File: src/rtl/code_selection_tracker.sv
// Sticky coverage bitmap of codes 1..CODES seen on a valid-qualified stream.
// The bitmap shows all-ones for one cycle, then restarts with the current hit.
module code_selection_tracker #(
  parameter int DATA_W = 6,
  parameter int CODES  = 18
) (
  input  logic              clk_1_i,
  input  logic              rst_i,
  input  logic [DATA_W-1:0] data_i,
  input  logic              data_val_i,
  output logic [CODES-1:0]  status_o
);

  logic [CODES-1:0] hit;
  logic [CODES-1:0] status_d;
  logic [CODES-1:0] status_q;

  // Full-width equality per code, so 0 and anything above CODES decode to no hit.
  always_comb begin
    hit = '0;
    for (int k = 0; k < CODES; k++) begin
      hit[k] = data_val_i && (data_i == DATA_W'(k + 1));
    end
  end

  always_comb begin
    status_d = status_q | hit;
    if (&status_q) begin
      status_d = hit;
    end
  end

  always_ff @(posedge clk_1_i) begin
    if (rst_i) begin
      status_q <= '0;
    end else begin
      status_q <= status_d;
    end
  end

  assign status_o = status_q;

endmodule

File: config.mk
export PLATFORM = sky130hd
export DESIGN_NAME = code_selection_tracker
export DESIGN_NICKNAME = d
export VERILOG_FILES = /design/src/rtl/code_selection_tracker.sv
export SDC_FILE = /design/constraint.sdc
export NUM_CORES = 1
export LEC_CHECK = 0
export ABC_AREA = 1
export ABC_CLOCK_PERIOD_IN_PS = 2100
export CORE_MARGIN = 2
export CORE_UTILIZATION = 29
export CTS_CLUSTER_DIAMETER = 100
export CTS_CLUSTER_SIZE = 10
export DETAILED_ROUTE_END_ITERATION = 16
export GPL_ROUTABILITY_DRIVEN = 1
export HOLD_SLACK_MARGIN = 0.05
export PLACE_DENSITY_LB_ADDON = 0.2
export SYNTH_ARGS = -nofsm -noshare
export SYNTH_HDL_FRONTEND = slang
export SYNTH_SLANG_ARGS = --single-unit
export TNS_END_PERCENT = 10
File: constraint.sdc
create_clock -name clk_1_i -period 2.1 [get_ports clk_1_i]
set_input_delay 0.63 -clock clk_1_i [delete_from_list [all_inputs] [get_ports clk_1_i]]
set_output_delay 0.63 -clock clk_1_i [all_outputs]
set_load 0.005 [all_outputs]
# --- After elaboration in Yosys (flattened, before gate mapping) ---
# Cells that the tools add are included.
word_totals:
  reg_bits: 18
  input_bits: 9
  output_inout_bits: 18
  word_cells: 40
op_classes:
  n_eq_ne: 18
  n_mux: 1
  bitwise: 1
  n_reduce_logical: 19
op_table:
  columns: ["operator", "count"]
  rows:
  - ["== test 6 x 4 -> 1 bit, second input constant", 8]
  - ["== test 6 x 3 -> 1 bit, second input constant", 4]
  - ["== test 6 x 5 -> 1 bit, second input constant", 3]
  - ["logical AND 1 bit", 18]
  - ["two-way mux 18 bit", 1]
  - ["bitwise OR 18 bit", 1]
  - ["AND reduction 18 bit", 1]
  - ["== test 6 x 2 -> 1 bit, second input constant", 2]
  - ["== test 6 x 1 -> 1 bit, second input constant", 1]

# --- Depth between registers and ports, before layout ---
# Gate-level depths: netlist (run 1).
logic_depth:
  word_depth: 4
  depth_mapped: 8
  mapped_depth_nobuf: 7

# --- Least setup slack after synthesis (run 1) ---
# No wires, ideal clock.
synth_path:
  path_type: "input-to-reg"
  startpoint: "input rst_i"
  endpoint: "register status_q[10], in the netlist status_o[10]"
  setup_ns: 0.132
  t_arrival_ns: 1.203
  path_slack_ns: 0.765
  path_stages: 3
  cell_sequence: "buf_1 -> clkbuf_1 -> a21oi_1"
synth_rtl:
  columns: ["item", "line", "text"]
  rows:
  - ["start: declaration", "8", "input logic rst_i,"]
  - ["end signal: assignment", "37", "status_q <= status_d;"]
  - ["end: declaration", "16", "logic [CODES-1:0] status_q;"]
# No word-level cell between the ends.

# --- Worst setup path after layout (run 1) ---
layout_path:
  startpoint: "register status_q[10], in the netlist status_o[10]"
  endpoint: "output status_o[10]"
layout_rtl:
  columns: ["item", "line", "text"]
  rows:
  - ["end: declaration", "11", "output logic [CODES-1:0] status_o"]
# No word-level cell between the ends.

==> impl_metrics.env, run 1 <==
export IMPL_crit_required_ns=1.47
export IMPL_routed_top_layer="met4"
export IMPL_dieWidth_um=56.3
export IMPL_port_buffers=26
export IMPL_grt_pass1_wl_um=3170
export IMPL_wl_per_cell_um=11.3
export IMPL_cp_slowest_stage_delay_ns=0.52
export IMPL_vias_per_cell=4.70
export IMPL_power_frac_clock_pct=28.2
export IMPL_clk_pin_slew_ns=0.09
export IMPL_overflow=0
export IMPL_slew_violations=0
export IMPL_synthTopCellsByArea="dfxtp_1 (45%), nand2_1 (16%), a21oi_1 (11%)"
export IMPL_cts_root_buf="clkbuf_4"
export IMPL_hold_violations=0
export IMPL_die_area_sq_mm=0.00317
export IMPL_fin_worst_skew_ns=0.00267
export IMPL_switching_share_pct=22.4
export IMPL_utilization_pct=43.4
export IMPL_period_minus_slack_ns=1.81
export IMPL_cellInternalPower_uw=437
export IMPL_pwr_density_cell_mw_per_mm2=510
export IMPL_synth_seq_area_share_pct=45.4
export IMPL_clk_path_buf_depth=2
export IMPL_fin_nets=150
export IMPL_syn_area_sq_um=795
export IMPL_p_sw_uw=126
export IMPL_cp_num_buf_inv=1
export IMPL_num_io_pins=27
export IMPL_rows=18
export IMPL_slowest_stage="clkdlybuf4s50_1"
export IMPL_worst_pin_slew_ns=0.329
export IMPL_seqPwrFrac_pct=61.4
export IMPL_die_h_um=56.3
export IMPL_hold_class="reg -> reg"
export IMPL_leakage_nw=0.383
export IMPL_ys_seq_elements=18
export IMPL_crit_arrival_ns=1.18
export IMPL_final_cells=169
export IMPL_path_cells="clkdlybuf4s50_1"
export IMPL_grt_max_degree=19
export IMPL_avgSynthCellArea_sq_um=7.09
export IMPL_rsz0062_at_grt="no"
export IMPL_syn_nets=121
export IMPL_drt_iter0_drc=23
export IMPL_ir_worst_vdd_mv=0.314
export IMPL_power_frac_comb_pct=10.4
export IMPL_ys_types=17
export IMPL_grt_pass1_vias=738
export IMPL_drt_met1_wl_um=952
export IMPL_drive_above_1_share_pct=7.19
export IMPL_drc_errors=0
export IMPL_area_growth_pct=38.9
export IMPL_clock_sinks=18
export IMPL_start_util_pct=31.2
export IMPL_netlist_area_leader_share_pct=45.4
export IMPL_ctsHoldBuffers=0
export IMPL_path_max_fanout=3
export IMPL_gp_congestion=0.856
export IMPL_post_cts_resized=0
export IMPL_via_count=795
export IMPL_dp_cells=166
export IMPL_dr_wl_met2_um=855
export IMPL_endpoint_kind="primary output"
export IMPL_drt_first_pass_iters=4
export IMPL_fin_setup_tns_ns=0
export IMPL_maxCapViolCount=0
export IMPL_outcome="finished clean"
export IMPL_relSlewSlack_pct=78.0
export IMPL_postSynthCellCount=112
export IMPL_clock_latency_ns=0.28
export IMPL_grt_usage_pct=12.7
export IMPL_setup_violations=0
export IMPL_post_cts_setup_buffers=0
export IMPL_diodes=0
export IMPL_htreeDepth=1
export IMPL_core_sq_mm=0.00254
export IMPL_largest_reg_flops=18
export IMPL_wl_um=1910
export IMPL_max_freq_ghz=0.551
export IMPL_finalCritPeriodShare_pct=86.4
export IMPL_synth_area_leader_cell="dfxtp_1"
export IMPL_critPathTopFamily="buffers and inverters"
export IMPL_nFillCells=284
export IMPL_crit_type="reg -> out"
export IMPL_hpwl_um=1460
export IMPL_cts_tree="yes"
export IMPL_grt_antenna_before_repair=0
export IMPL_antenna_left=0
export IMPL_wl_met3_um=89
export IMPL_startpoint_type="register"
export IMPL_cts_made_buffers=3
export IMPL_synth_warnings=0
==> synthesized netlist by cell type <==
master     n
nand2_2    1
nor2_2     1
dfxtp_1   18
clkbuf_1   1
or2_4      1
nand4_1    3
a21oi_1   18
inv_2      1
nor2_1    11
nand3_1   10
nand2_1   34
nor2_4     1
nor3_1     1
buf_6      1
inv_1      8
buf_1      1
nor3_4     1
==> layout make-up <==
class	instances	area (sq um)	area share, %
Tap cell	30	37.5	3.40
Clock buffer	3	22.5	2.04
Timing Repair Buffer	27	268	24.3
Multi-Input combinational cell	82	382	34.6
Inverter	9	33.8	3.06
Sequential cell	18	360	32.7
==> metal layers <==
metal | GRT usage (%) | vias up
met2 | 19.3 | 17
met5 | 0 | -
li1 | - | 418
met1 | 17.2 | 358
met4 | 6.12 | 0
met3 | 2.30 | 2
==> kinds of logic after synthesis <==
| kind of cell | count (synthesis) | share of synthesized area (%) |
|---|---|---|
| DFF | 18 | 45.4 |
| AOI/OAI and AO/OA | 18 | 11.3 |
| buffers and inverters | 12 | 6.61 |
| and+or+nand+nor | 64 | 36.7 |
==> per-stage QoR <==
| step | cell area (sq um) | hold slack, ns | setup WS, ns | total power [mW] |
|---|---|---|---|---|
| after global placement | 1080 | 0.469 | 0.224 | 0.411 |
| final | 1100 | 0.483 | 0.286 | 0.563 |
| after detailed placement | 1080 | 0.473 | 0.215 | 0.412 |
| after floorplan | 795 | 0.468 | 0.765 | 0.380 |
| after global routing | 1100 | 0.509 | 0.232 | 0.599 |
| after CTS | 1100 | 0.487 | 0.265 | 0.572 |
==> power groups by stage <==
| stage | registers [mW] | clock network, mW | logic (mW) |
|---|---|---|---|
| CTS | 0.346 | 0.168 | 0.0582 |
| global placement | 0.354 | 0 | 0.0572 |
| floorplan | 0.354 | 0 | 0.0269 |
| global route | 0.346 | 0.189 | 0.0635 |
| detailed placement | 0.354 | 0 | 0.0580 |
| finish | 0.346 | 0.159 | 0.0585 |
==> cell usage in the layout (no fill, tap or decap) <==
cell,instances
clkdlybuf4s50_1,26
inv_1,8
nor2_4,1
clkbuf_4,3
nand3_1,10
nor3_4,1
nor2_1,11
nand2_1,34
nor3_1,1
a21oi_1,18
nand2_2,1
nor2_2,1
nand4_1,3
inv_2,1
dfxtp_1,18
or2_4,1
buf_4,1
==> final timing paths <==
path,start,to,slack (ns),depth (start not counted)
worst min register to register,status_o[2]$_SDFF_PP0_,status_o[2]$_SDFF_PP0_,0.48,2
worst min-delay path,status_o[2]$_SDFF_PP0_,status_o[2]$_SDFF_PP0_,0.48,2
worst max-delay path,status_o[10]$_SDFF_PP0_,status_o[10],0.29,1
worst max register to register,status_o[5]$_SDFF_PP0_,status_o[14]$_SDFF_PP0_,0.88,7
Power figures use the tool's default switching activity.
==> run 2: changes to the inputs <==
--- a/config.mk
+++ b/config.mk
@@ -6,7 +6,7 @@
 export NUM_CORES = 1
 export LEC_CHECK = 0
 export ABC_AREA = 1
-export ABC_CLOCK_PERIOD_IN_PS = 2100
+export ABC_CLOCK_PERIOD_IN_PS = 1900
 export CORE_MARGIN = 2
 export CORE_UTILIZATION = 29
 export CTS_CLUSTER_DIAMETER = 100
==> constraint.sdc (replaced) <==
create_clock -name clk_1_i -period 1.9 [get_ports clk_1_i]
set_input_delay 0.57 -clock clk_1_i [delete_from_list [all_inputs] [get_ports clk_1_i]]
set_output_delay 0.57 -clock clk_1_i [all_outputs]
set_load 0.1 [all_outputs]
==> run 2 against run 1 <==
Effect of this change:
- critical path depth rose by 4
- highest routed layer unchanged
- core utilization rose by 7.9 points
- via count grew 2.3%
- power is 26% higher
- clock power grew 45%
- flip-flop and latch count is the same
- first-iteration DRC count fell by 4.3%
- register-to-register slack got worse by 0.25 ns
- cell area is 18% higher
==> impl_metrics.env, run 2 (synthesis results as in run 1) <==
export IMPL_outcome="finished clean"
export IMPL_startpoint_type="input pin"
export IMPL_postPlaceCellArea_sq_mm=0.00127
export IMPL_worst_pin_slew_ns=0.316
export IMPL_start_util_pct=31.2
export IMPL_relSlewSlack_pct=78.8
export IMPL_cts_root_buf="clkbuf_4"
export IMPL_maxCapViolCount=0
export IMPL_grt_usage_pct=13.0
export IMPL_post_cts_setup_buffers=0
export IMPL_path_max_fanout=6
export IMPL_diodes=0
export IMPL_wl_per_cell_um=11.3
export IMPL_final_common_cell="nand2_1"
export IMPL_finalCritPeriodShare_pct=79.2
export IMPL_fin_setup_tns_ns=0
export IMPL_crit_required_ns=2.12
export IMPL_ff2ff_path_depth=5
export IMPL_drc_errors=0
export IMPL_cts_tree="yes"
export IMPL_hpwl_um=1520
export IMPL_pwr_density_cell_mw_per_mm2=542
export IMPL_clock_sinks=18
export IMPL_grt_antenna_before_repair=0
export IMPL_antenna_left=0
export IMPL_cp_endpoint="status_o[12]$_SDFF_PP0_"
export IMPL_grt_max_degree=19
export IMPL_gp_congestion=0.893
export IMPL_slew_violations=0
export IMPL_final_cells=171
export IMPL_r2r_end="status_o[17]$_SDFF_PP0_"
export IMPL_crit_type="in -> reg"
export IMPL_met2_usage_pct=19.8
export IMPL_via_count=813
export IMPL_grt_util_met1_pct=18.6
export IMPL_grt_pass1_wl_um=3260
export IMPL_die_h_um=56.3
export IMPL_grt_pass1_vias=746
export IMPL_dp_cells=167
export IMPL_port_buffers=26
export IMPL_cts_made_buffers=3
export IMPL_overflow=0
export IMPL_largest_reg_flops=18
export IMPL_htreeDepth=1
export IMPL_critPathLaunch="data_val_i"
export IMPL_drt_iter0_drc=22
export IMPL_drive_above_1_share_pct=21.3
export IMPL_clk_path_buf_depth=2
export IMPL_ir_worst_vdd_mv=0.343
export IMPL_fin_nets=151
export IMPL_dieWidth_um=56.3
export IMPL_ctsHoldBuffers=0
export IMPL_final_design_area_no_fill_sq_mm=0.00131
export IMPL_rows=18
export IMPL_wl_um=1930
export IMPL_period_minus_slack_ns=1.50
export IMPL_die_area_sq_mm=0.00317
export IMPL_num_io_pins=27
export IMPL_busiest_layer="met2"
export IMPL_rsz0062_at_grt="no"
export IMPL_drt_first_pass_iters=6
export IMPL_grtUsageMet3_pct=2.07
export IMPL_leakage_nw=0.481
export IMPL_clk_pin_slew_ns=0.10
export IMPL_r2r_slack_ns=0.63
export IMPL_fin_worst_skew_ns=0.00534
export IMPL_layout_common_cells="nand2_1 (34), a21oi_1 (18), buf_12 (18), dfxtp_1 (18), nor2_1 (11)"
export IMPL_crit_arrival_ns=1.73
export IMPL_vias_per_cell=4.75
export IMPL_post_cts_resized=0
export IMPL_setup_violations=0
export IMPL_area_growth_pct=64.3
export IMPL_endpoint_kind="register"
export IMPL_max_freq_ghz=0.665
export IMPL_hold_violations=0
export IMPL_r2r_start="status_o[9]$_SDFF_PP0_"
export IMPL_total_power_uw=707
export IMPL_clock_latency_ns=0.28
export IMPL_core_sq_mm=0.00254
export IMPL_hold_class="reg -> reg"
run 2: changes by cell type in the layout (fill, tap and decap cells not counted), sizes merged:
| cell | delta |
|---|---|
| buf | +19 |
| clkdlybuf4s50 | -18 |
| clkbuf | +1 |
run 2: critical path, cell delays in order:
cell             delay [ns]
clkdlybuf4s50_1        0.58
nand3_1                0.14
nor2_1                 0.20
nand3_1                0.10
a21oi_1                0.14
run 2: metal layers:
layer | routed length (um) | part of all wire [%] | up-vias
met5 | 0 | 0 | -
li1 | - | - | 419
met4 | 15 | 0.78 | 0
met2 | 899 | 47 | 29
met3 | 136 | 7.0 | 2
met1 | 880 | 46 | 363
run 2: how the worst min path moves through the flow:
stage / from / to / slack (ns) / depth (start not counted)
5_1_grt: status_o[5]$_SDFF_PP0_ / status_o[5]$_SDFF_PP0_ / 0.54 / 2
3_5_place_dp: status_o[5]$_SDFF_PP0_ / status_o[5]$_SDFF_PP0_ / 0.51 / 2
4_1_cts: status_o[2]$_SDFF_PP0_ / status_o[2]$_SDFF_PP0_ / 0.53 / 2
6_report: status_o[5]$_SDFF_PP0_ / status_o[5]$_SDFF_PP0_ / 0.52 / 2
2_1_floorplan: data_val_i / status_o[2]$_SDFF_PP0_ / 0.73 / 2
3_3_place_gp: status_o[0]$_SDFF_PP0_ / status_o[0]$_SDFF_PP0_ / 0.50 / 2
run 2: final cells by class:
class,count,area (sq um)
clock buffers,4,36.3
multi-input cells,82,382
flip-flops and latches,18,360
repair buffers,28,455
fillers,242,1240
well taps,30,37.5
inverters,9,33.8
run 2: where the power goes:
part | leakage (nW) | total [mW] | internal, mW | switching, mW
logic | 0.315 | 0.0927 | 0.0367 | 0.0560
registers | 0.145 | 0.384 | 0.380 | 0.00372
clock network | 0.0210 | 0.231 | 0.116 | 0.114
run 2: stage by stage:
step / hold WS (ns) / util (%) / worst slack [ns]
after global placement: 0.503 / 49.9 / 0.102
after CTS: 0.527 / 51.3 / 0.394
after detailed placement: 0.511 / 49.9 / 0.0994
after floorplan: 0.734 / - / 0.0754
after global routing: 0.544 / 51.3 / 0.294
final: 0.523 / 51.3 / 0.396
